===== src/rtl/shared_pkg.sv =====
// Shared types for the intersection scheduler: light colours, sensor levels,
// FSM phases and default timing parameters.
package shared_pkg;

  typedef enum logic [1:0] {
    RED    = 2'd0,
    YELLOW = 2'd1,
    GREEN  = 2'd2
  } colors;

  typedef enum logic {
    NO_CARS = 1'b0,
    CARS    = 1'b1
  } sensor_state_e;

  typedef enum logic [2:0] {
    NS_GREEN  = 3'd0,
    NS_YELLOW = 3'd1,
    RED_TO_EW = 3'd2,
    EW_GREEN  = 3'd3,
    EW_YELLOW = 3'd4,
    RED_TO_NS = 3'd5
  } phase_e;

  localparam int unsigned DEF_MIN_GREEN   = 4;
  localparam int unsigned DEF_MAX_GREEN   = 10;
  localparam int unsigned DEF_YELLOW_CYC  = 2;
  localparam int unsigned DEF_ALL_RED_CYC = 1;

  localparam int unsigned CNT_W   = 4;
  localparam logic [CNT_W-1:0] CNT_MAX = '1;

endpackage


===== src/rtl/intersection_scheduler_phase_timer.sv =====
// Per-phase cycle counter: zero in the first cycle of a phase, counts up and
// saturates at its maximum so long greens never wrap.
module phase_timer
  import shared_pkg::*;
(
  input  logic             clk,
  input  logic             rst_n,
  input  logic             clear,
  output logic [CNT_W-1:0] count
);

  logic [CNT_W-1:0] r_cnt;

  always_ff @(posedge clk or negedge rst_n) begin
    if (!rst_n)                r_cnt <= '0;
    else if (clear)            r_cnt <= '0;
    else if (r_cnt != CNT_MAX) r_cnt <= r_cnt + 1'b1;
  end

  assign count = r_cnt;

endmodule


===== src/rtl/intersection_scheduler.sv =====
// Two-approach traffic light controller: demand-latched green extension with
// minimum/maximum green, fixed yellow and all-red clearance.
module intersection_scheduler
  import shared_pkg::*;
#(
  parameter int unsigned MIN_GREEN   = DEF_MIN_GREEN,
  parameter int unsigned MAX_GREEN   = DEF_MAX_GREEN,
  parameter int unsigned YELLOW_CYC  = DEF_YELLOW_CYC,
  parameter int unsigned ALL_RED_CYC = DEF_ALL_RED_CYC
) (
  input  logic          clk,
  input  logic          rst_n,
  input  sensor_state_e ns_sensor,
  input  sensor_state_e ew_sensor,
  output colors         ns_light,
  output colors         ew_light,
  output logic          ns_wait,
  output logic          ew_wait
);

  localparam logic [CNT_W-1:0] MIN_LAST = CNT_W'(MIN_GREEN - 1);
  localparam logic [CNT_W-1:0] MAX_LAST = CNT_W'(MAX_GREEN - 1);
  localparam logic [CNT_W-1:0] YEL_LAST = CNT_W'(YELLOW_CYC - 1);
  localparam logic [CNT_W-1:0] RED_LAST = CNT_W'(ALL_RED_CYC - 1);

  phase_e           r_state;
  phase_e           w_next;
  logic [CNT_W-1:0] w_cnt;
  logic             w_clear;
  logic             r_ns_wait;
  logic             r_ew_wait;
  logic             w_enter_ns;
  logic             w_enter_ew;
  logic             w_ns_done;
  logic             w_ew_done;

  phase_timer u_timer (
    .clk   (clk),
    .rst_n (rst_n),
    .clear (w_clear),
    .count (w_cnt)
  );

  // Max-green force uses >= so a request latched after the counter has
  // already run past MAX_GREEN-1 (saturated) is still served next cycle.
  assign w_ns_done = r_ew_wait &&
                     (((w_cnt >= MIN_LAST) && (ns_sensor == NO_CARS)) || (w_cnt >= MAX_LAST));
  assign w_ew_done = r_ns_wait &&
                     (((w_cnt >= MIN_LAST) && (ew_sensor == NO_CARS)) || (w_cnt >= MAX_LAST));

  always_ff @(posedge clk or negedge rst_n) begin
    if (!rst_n) r_state <= RED_TO_NS;
    else        r_state <= w_next;
  end

  always_comb begin
    w_next = r_state;
    case (r_state)
      NS_GREEN:  if (w_ns_done)         w_next = NS_YELLOW;
      NS_YELLOW: if (w_cnt == YEL_LAST) w_next = RED_TO_EW;
      RED_TO_EW: if (w_cnt == RED_LAST) w_next = EW_GREEN;
      EW_GREEN:  if (w_ew_done)         w_next = EW_YELLOW;
      EW_YELLOW: if (w_cnt == YEL_LAST) w_next = RED_TO_NS;
      RED_TO_NS: if (w_cnt == RED_LAST) w_next = NS_GREEN;
      default:                          w_next = RED_TO_NS;
    endcase
  end

  assign w_clear    = (w_next != r_state);
  assign w_enter_ns = (w_next == NS_GREEN) && (r_state != NS_GREEN);
  assign w_enter_ew = (w_next == EW_GREEN) && (r_state != EW_GREEN);

  // Entering the approach's own green clears its flag even if the sensor
  // is still asserting demand in that same cycle.
  always_ff @(posedge clk or negedge rst_n) begin
    if (!rst_n) begin
      r_ns_wait <= 1'b0;
      r_ew_wait <= 1'b0;
    end else begin
      if (w_enter_ns)                                       r_ns_wait <= 1'b0;
      else if ((ns_sensor == CARS) && (r_state != NS_GREEN)) r_ns_wait <= 1'b1;
      if (w_enter_ew)                                       r_ew_wait <= 1'b0;
      else if ((ew_sensor == CARS) && (r_state != EW_GREEN)) r_ew_wait <= 1'b1;
    end
  end

  always_comb begin
    ns_light = RED;
    ew_light = RED;
    case (r_state)
      NS_GREEN:  ns_light = GREEN;
      NS_YELLOW: ns_light = YELLOW;
      EW_GREEN:  ew_light = GREEN;
      EW_YELLOW: ew_light = YELLOW;
      default: begin
        ns_light = RED;
        ew_light = RED;
      end
    endcase
  end

  assign ns_wait = r_ns_wait;
  assign ew_wait = r_ew_wait;

endmodule


===== config.mk =====
export PLATFORM = sky130hd
export DESIGN_NAME = intersection_scheduler
export DESIGN_NICKNAME = d
export VERILOG_FILES = /design/src/rtl/shared_pkg.sv /design/src/rtl/intersection_scheduler_phase_timer.sv /design/src/rtl/intersection_scheduler.sv
export SDC_FILE = /design/constraint.sdc
export NUM_CORES = 1
export LEC_CHECK = 0
export ABC_AREA = 1
export CAP_MARGIN = 20
export CORE_UTILIZATION = 30
export CTS_CLUSTER_DIAMETER = 40
export CTS_CLUSTER_SIZE = 8
export DETAILED_ROUTE_END_ITERATION = 8
export GPL_TIMING_DRIVEN = 0
export PLACE_DENSITY = 0.61
export SLEW_MARGIN = 20
export SYNTH_ARGS = -nofsm -noshare
export SYNTH_HDL_FRONTEND = slang
export SYNTH_HIERARCHICAL = 1
export SYNTH_SLANG_ARGS = --single-unit

===== constraint.sdc =====
create_clock -name clk -period 1.6 [get_ports clk]
set_input_delay 0.16 -clock clk [delete_from_list [all_inputs] [get_ports clk]]
set_output_delay 0.16 -clock clk [all_outputs]
set_load 0.005 [all_outputs]

==> results of run 1 <==
-- worst max-delay path: stages, from the launching register on --
cell and delay (ps):
dfstp_2 610, buf_6 130, nor3_4 40, nand2_1 70, nand2_2 60, nor2_4 120, nand3_2 110, nand2_2 80
nand3_2 90, inv_2 100, o21ai_0 80, nor2_1 80
-- cell usage after synthesis --
library cell	count	area (um2)
ha_1	1	12.51
a21oi_2	2	17.52
nand3_1	6	30.03
nand4_1	1	6.260
inv_2	3	11.26
nand3_2	3	30.03
nand2_2	2	12.51
dfrtp_1	7	175.2
a21oi_1	1	5.000
o21ai_0	2	10.01
nor3_4	1	16.27
nor2_2	2	12.51
nor3_1	1	5.000
nor3_2	2	20.02
dfstp_2	2	52.55
inv_1	14	52.55
nand2_1	33	123.9
nor2_1	15	56.30
-- metal layers --
metal  vias to the layer above  global-route usage  wire [um]  part of all wire
li1                        354                   -          -                 -
met1                       309              0.1637        754              0.44
met2                        15              0.2512        828              0.49
met3                         8             0.01887         54             0.032
met4                         0              0.1225         68             0.040
met5                         -                   0          0                 0
-- through the flow --
stage | std cells | setup slack [ps]
final | 149 | -31.51
after global placement | 134 | -94.48
after global routing | 149 | -100.8
after CTS | 146 | -25.91
after floorplan | 98 | 83.31
after detailed placement | 134 | -106.2
-- report_power, final --
| group | total (mW) | switching, mW | internal [mW] |
|---|---|---|---|
| clock network | 0.181 | 0.0850 | 0.0964 |
| logic | 1.31 | 0.725 | 0.589 |
| registers | 0.461 | 0.121 | 0.339 |
-- final cells by class --
cell class / instances / area [um2]
sequential: 9 / 234.0
fill: 202 / 1027
clock buffer: 4 / 26.28
timing repair buffer: 20 / 186.4
inverter: 17 / 68.82
multi-input combinational: 72 / 425.4
tap: 27 / 33.78
-- worst min path at each step --
stage	startpoint	slack (ps)	endpoint	cells after the start
2_1_floorplan	rst_n	-140	ew_wait	0
3_3_place_gp	rst_n	480	u_timer/count[2]	1
3_5_place_dp	rst_n	500	u_timer/count[3]	1
4_1_cts	rst_n	210	u_timer/count[2]	1
5_1_grt	rst_n	230	u_timer/count[2]	1
6_report	rst_n	200	u_timer/count[3]	1
-- repair_timing --
| item | 4_1_cts | 5_1_grt |
|---|---|---|
| pin swaps | 5 | 9 |
| setup buffers | 8 | 3 |
| setup endpoints to repair | 8 | 6 |
| gates resized for setup | 14 | 19 |
-- flip-flops by register name, summed over array words and instances, names as in the netlist --
name / count
u_timer/count: 4
ew_wait: 1
ns_wait: 1
r_state: 3
-- logic make-up after synthesis --
logic type	count (synthesis)	synth area share
DFF	9	0.3507
AOI/OAI and AO/OA	5	0.05009
adders and majority gates	1	0.01926
buffers and inverters	17	0.09826
and+or+nand+nor	66	0.4817
==> impl_metrics.py, run 1 <==
metrics = {
    "outcome": {
        "status": "finished, violations left",
        "violations": "negative setup slack",
    },
    "sta": {
        "final.min_clock_period_ps": 1632,
        "relSlewSlack": 0.6997,
        "holdWs_ps": 204.4,
        "fmax_mhz": 612.9,
        "rsz0062_at_grt": "yes",
        "drv_slew": 0,
        "layout_setup_ws_ps": -31.51,
        "worst_clock_skew_ps": 4.115,
        "hold_viol": 0,
        "period_share": 1.020,
        "worstMarginPinSlew_ps": 449.1,
        "finalSetupViolCount": 4,
        "finalSetupTns_ps": -53.01,
    },
    "synthesis": {
        "yosysSeqAreaShare": 0.3507,
        "synth-seq-cells": 9,
        "synth_nets": 103,
        "ys_types": 18,
        "syn_inst": 98,
        "synth_area_um2": 649.4,
        "synth_area_per_cell_um2": 6.626,
        "yosysWarnings": 6,
    },
    "worst_setup_path": {
        "startpoint": "r_state[2]",
        "arrival_ps": 1830,
        "timing.rr.start": "r_state[2]",
        "crit_path_max_fanout": 4,
        "r2r_cells": 11,
        "r2r_end": "u_timer/count[2]",
        "crit_type": "reg -> reg",
        "worstSetupEndpoint": "u_timer/count[2]",
        "rrSetupSlack_ps": -30,
        "setup.worst_path.start_class": "flip-flop",
        "worstPathRequired_ps": 1800,
        "end_kind": "flip-flop",
    },
    "cells_and_area": {
        "layout_commonest_cell": "nand2_1",
        "area_growth_pct": 50.10,
        "nets": 128,
        "drive_gt1_frac": 0.3852,
        "n_antenna_cell": 0,
        "final_util": 0.4869,
        "layout_common_cells": "nand2_1, inv_1, nor2_1",
        "final_area_um2": 974.7,
    },
    "clock_network": {
        "cts_buffers": 3,
        "path_clk_slew_ps": 60,
        "cts-root-buf": "clkbuf_4",
        "clockBufferDepth": 2,
        "insertion_delay_ps": 270,
        "cts_tree": "built",
        "cts_hold_buffers": 0,
        "cts.sinks": 9,
        "cts.htree.levels": 1,
    },
    "drt": {
        "via_count": 686,
        "drt_iter0_drc": 9,
        "drtPass1Iterations": 4,
        "via_per_inst": 4.604,
        "drt-total-wl_um": 1706,
        "drc": 0,
        "wl_per_cell_um": 11.45,
        "ant_nets": 0,
    },
    "die": {
        "die_h_um": 48.53,
        "start_util": 0.3244,
        "die_area_um2": 2355,
        "die_w_um": 48.53,
        "io_pins": 10,
        "core_area_um2": 2002,
        "num_rows": 16,
    },
    "power_and_ir_drop": {
        "powerDensity_nw_per_um2": 2007,
        "power_mw": 1.956,
        "vdd_ir_drop_max_mv": 0.9024,
        "p_leak_nw": 0.5011,
    },
    "global_route": {
        "overflow": 0,
        "antenna_found_initial": 0,
        "grt_max_degree": 10,
        "grt.total_usage": 0.1477,
        "grt_pass1_vias": 664,
        "grt_pass1_wl_um": 2663,
    },
    "hold_path": {
        "min_path_type": "in -> async",
    },
    "place": {
        "io_buffers": 9,
        "placed_cell_area_um2": 773.2,
        "dp_hpwl_um": 1013,
        "gp_congestion": 0.8775,
    },
    "run": {
        "cap_violations": 0,
    },
}
Power figures use the tool's default switching activity.
==> run 2, diff against run 1 <==
Settings changed: ABC_CLOCK_PERIOD_IN_PS from default to 1600.
==> results of run 2 <==
The final DEF is identical to that of run 1; final timing and power are the same.
==> run 3, diff against run 2 <==
Settings changed: ABC_CLOCK_PERIOD_IN_PS 1600 to default, CORE_ASPECT_RATIO from default to 1.1.
==> impl_metrics.py, run 3 (synthesized netlist as in run 1, its figures left out) <==
metrics = {
    "global_route": {
        "grt.total_usage": 0.1504,
        "grt_pass1_wl_um": 2559,
        "grt_max_degree": 10,
        "overflow": 0,
        "grt_pass1_vias": 622,
        "antenna_found_initial": 0,
    },
    "sta": {
        "finalSetupViolCount": 2,
        "fmax_mhz": 620.9,
        "rsz0062_at_grt": "yes",
        "worstMarginPinSlew_ps": 413.0,
        "layout_setup_ws_ps": -10.54,
        "final.min_clock_period_ps": 1611,
        "drv_slew": 0,
        "period_share": 1.007,
        "hold_viol": 0,
        "worst_clock_skew_ps": 3.124,
        "relSlewSlack": 0.7238,
    },
    "worst_setup_path": {
        "crit_type": "reg -> reg",
        "setup.worst_path.start_class": "flip-flop",
        "timing.rr.start": "r_state[0]",
        "r2r_end": "u_timer/count[0]",
        "worstPathRequired_ps": 1780,
        "rrSetupSlack_ps": -10,
        "arrival_ps": 1790,
        "crit_path_max_fanout": 4,
        "r2r_cells": 11,
        "end_kind": "flip-flop",
    },
    "clock_network": {
        "path_clk_slew_ps": 60,
        "clockBufferDepth": 2,
        "cts-root-buf": "clkbuf_4",
        "cts.sinks": 9,
        "cts.htree.levels": 1,
        "cts_tree": "built",
        "cts_buffers": 3,
        "insertion_delay_ps": 250,
    },
    "cells_and_area": {
        "layoutNonFillerInstCount": 155,
        "n_antenna_cell": 0,
        "layout_commonest_cell": "nand2_1",
        "nets": 133,
        "drive_gt1_frac": 0.4646,
        "largest_register_ffs": 4,
        "area_growth_pct": 59.34,
        "final.fill_count": 194,
        "layout_common_cells": "nand2_1, inv_1, buf_4",
    },
    "place": {
        "gp_congestion": 0.8261,
        "pre_cts_ws_ps": -120.6,
        "dp_cells": 135,
        "io_buffers": 9,
        "dp_hpwl_um": 1047,
    },
    "drt": {
        "drt-total-wl_um": 1719,
        "drc": 0,
        "via_per_inst": 4.432,
        "ant_nets": 0,
        "via_count": 687,
        "wl_per_cell_um": 11.09,
        "drt_iter0_drc": 9,
        "drtPass1Iterations": 4,
    },
    "die": {
        "num_rows": 17,
        "die_h_um": 50.80,
        "start_util": 0.3214,
        "core_area_um2": 2021,
        "die_w_um": 46.36,
        "io_pins": 10,
        "die_area_um2": 2355,
    },
    "run": {
        "cap_violations": 0,
    },
    "power_and_ir_drop": {
        "vdd_ir_drop_max_mv": 1.133,
        "p_leak_nw": 0.5233,
        "powerDensity_nw_per_um2": 1957,
    },
    "outcome": {
        "violations": "negative setup slack",
        "status": "finished, violations left",
    },
    "hold_path": {
        "min_path_type": "in -> async",
    },
}
run 3: cell types whose count changed in the layout (fill, tap and decap cells not counted), sizes merged:
cell and change:
dlymetal6s2s -1, dlygate4sd2 +1, buf +5
run 3: metrics by stage:
stage | cell area [um2] | hold slack [ps] | util | power [mW] | TNS [ps]
6_report | 1035 | 202.4 | 0.5121 | 2.025 | -10.69
5_1_grt | 1035 | 232.5 | 0.5121 | 2.177 | -377.7
4_1_cts | 907.1 | 210.7 | 0.4489 | 1.746 | -1.663
3_5_place_dp | 774.5 | 495.2 | 0.3833 | 1.318 | -372.1
3_3_place_gp | 774.5 | 485.6 | 0.3833 | 1.301 | -369.3
2_1_floorplan | 649.4 | -135.6 | - | 1.047 | 0
run 3: worst max path at each step:
| stage | cells after the start | end | start | slack, ps |
|---|---|---|---|---|
| 2_1_floorplan | 11 | u_timer/count[1] | r_state[0] | 80 |
| 3_3_place_gp | 13 | u_timer/count[2] | ew_sensor | -110 |
| 3_5_place_dp | 11 | u_timer/count[2] | u_timer/count[0] | -120 |
| 4_1_cts | 11 | u_timer/count[2] | r_state[0] | -2 |
| 5_1_grt | 13 | u_timer/count[1] | u_timer/count[0] | -100 |
| 6_report | 11 | u_timer/count[0] | r_state[0] | -10 |
run 3: cell type report:
class	instances	area (um2)	area share
clock buffers	4	26.28	0.02539
inverters	17	66.31	0.06409
multi-input cells	72	456.7	0.4414
flip-flops and latches	9	234.0	0.2261
well taps	28	35.03	0.03386
repair buffers	25	216.5	0.2092
run 3: layer usage:
metal  wire (um)  part of all wire  vias up  track usage
li1            -                 -      358            -
met1         785              0.46      322       0.2148
met2         888              0.52        5       0.2153
met3          32             0.019        2      0.01079
met4          13            0.0076        0      0.08824
met5           0                 0        -            0
run 3: worst max-delay path, cell delays in order (launching register included):
cell and delay (ps):
dfstp_2 600, buf_6 130, nor3_4 40, nand2_2 80
nand2_2 60, nor2_4 120, nand3_2 90, nand2_2 80
nand3_2 70, inv_2 100, nand2_1 50, nor2_1 100
run 3: what timing repair did:
item / in CTS / in global routing
pin swaps: 3 / 13
buffers inserted: 8 / 8
gates resized for setup: 20 / 20
hold buffers: 0 / 0
setup endpoints to repair: 8 / 5
cloned: 0 / 0
run 3: report_power, final:
part	internal, mW	switching [mW]
Combinational	0.643	0.735
Clock	0.0958	0.0743
Sequential	0.340	0.137
Total	1.08	0.946
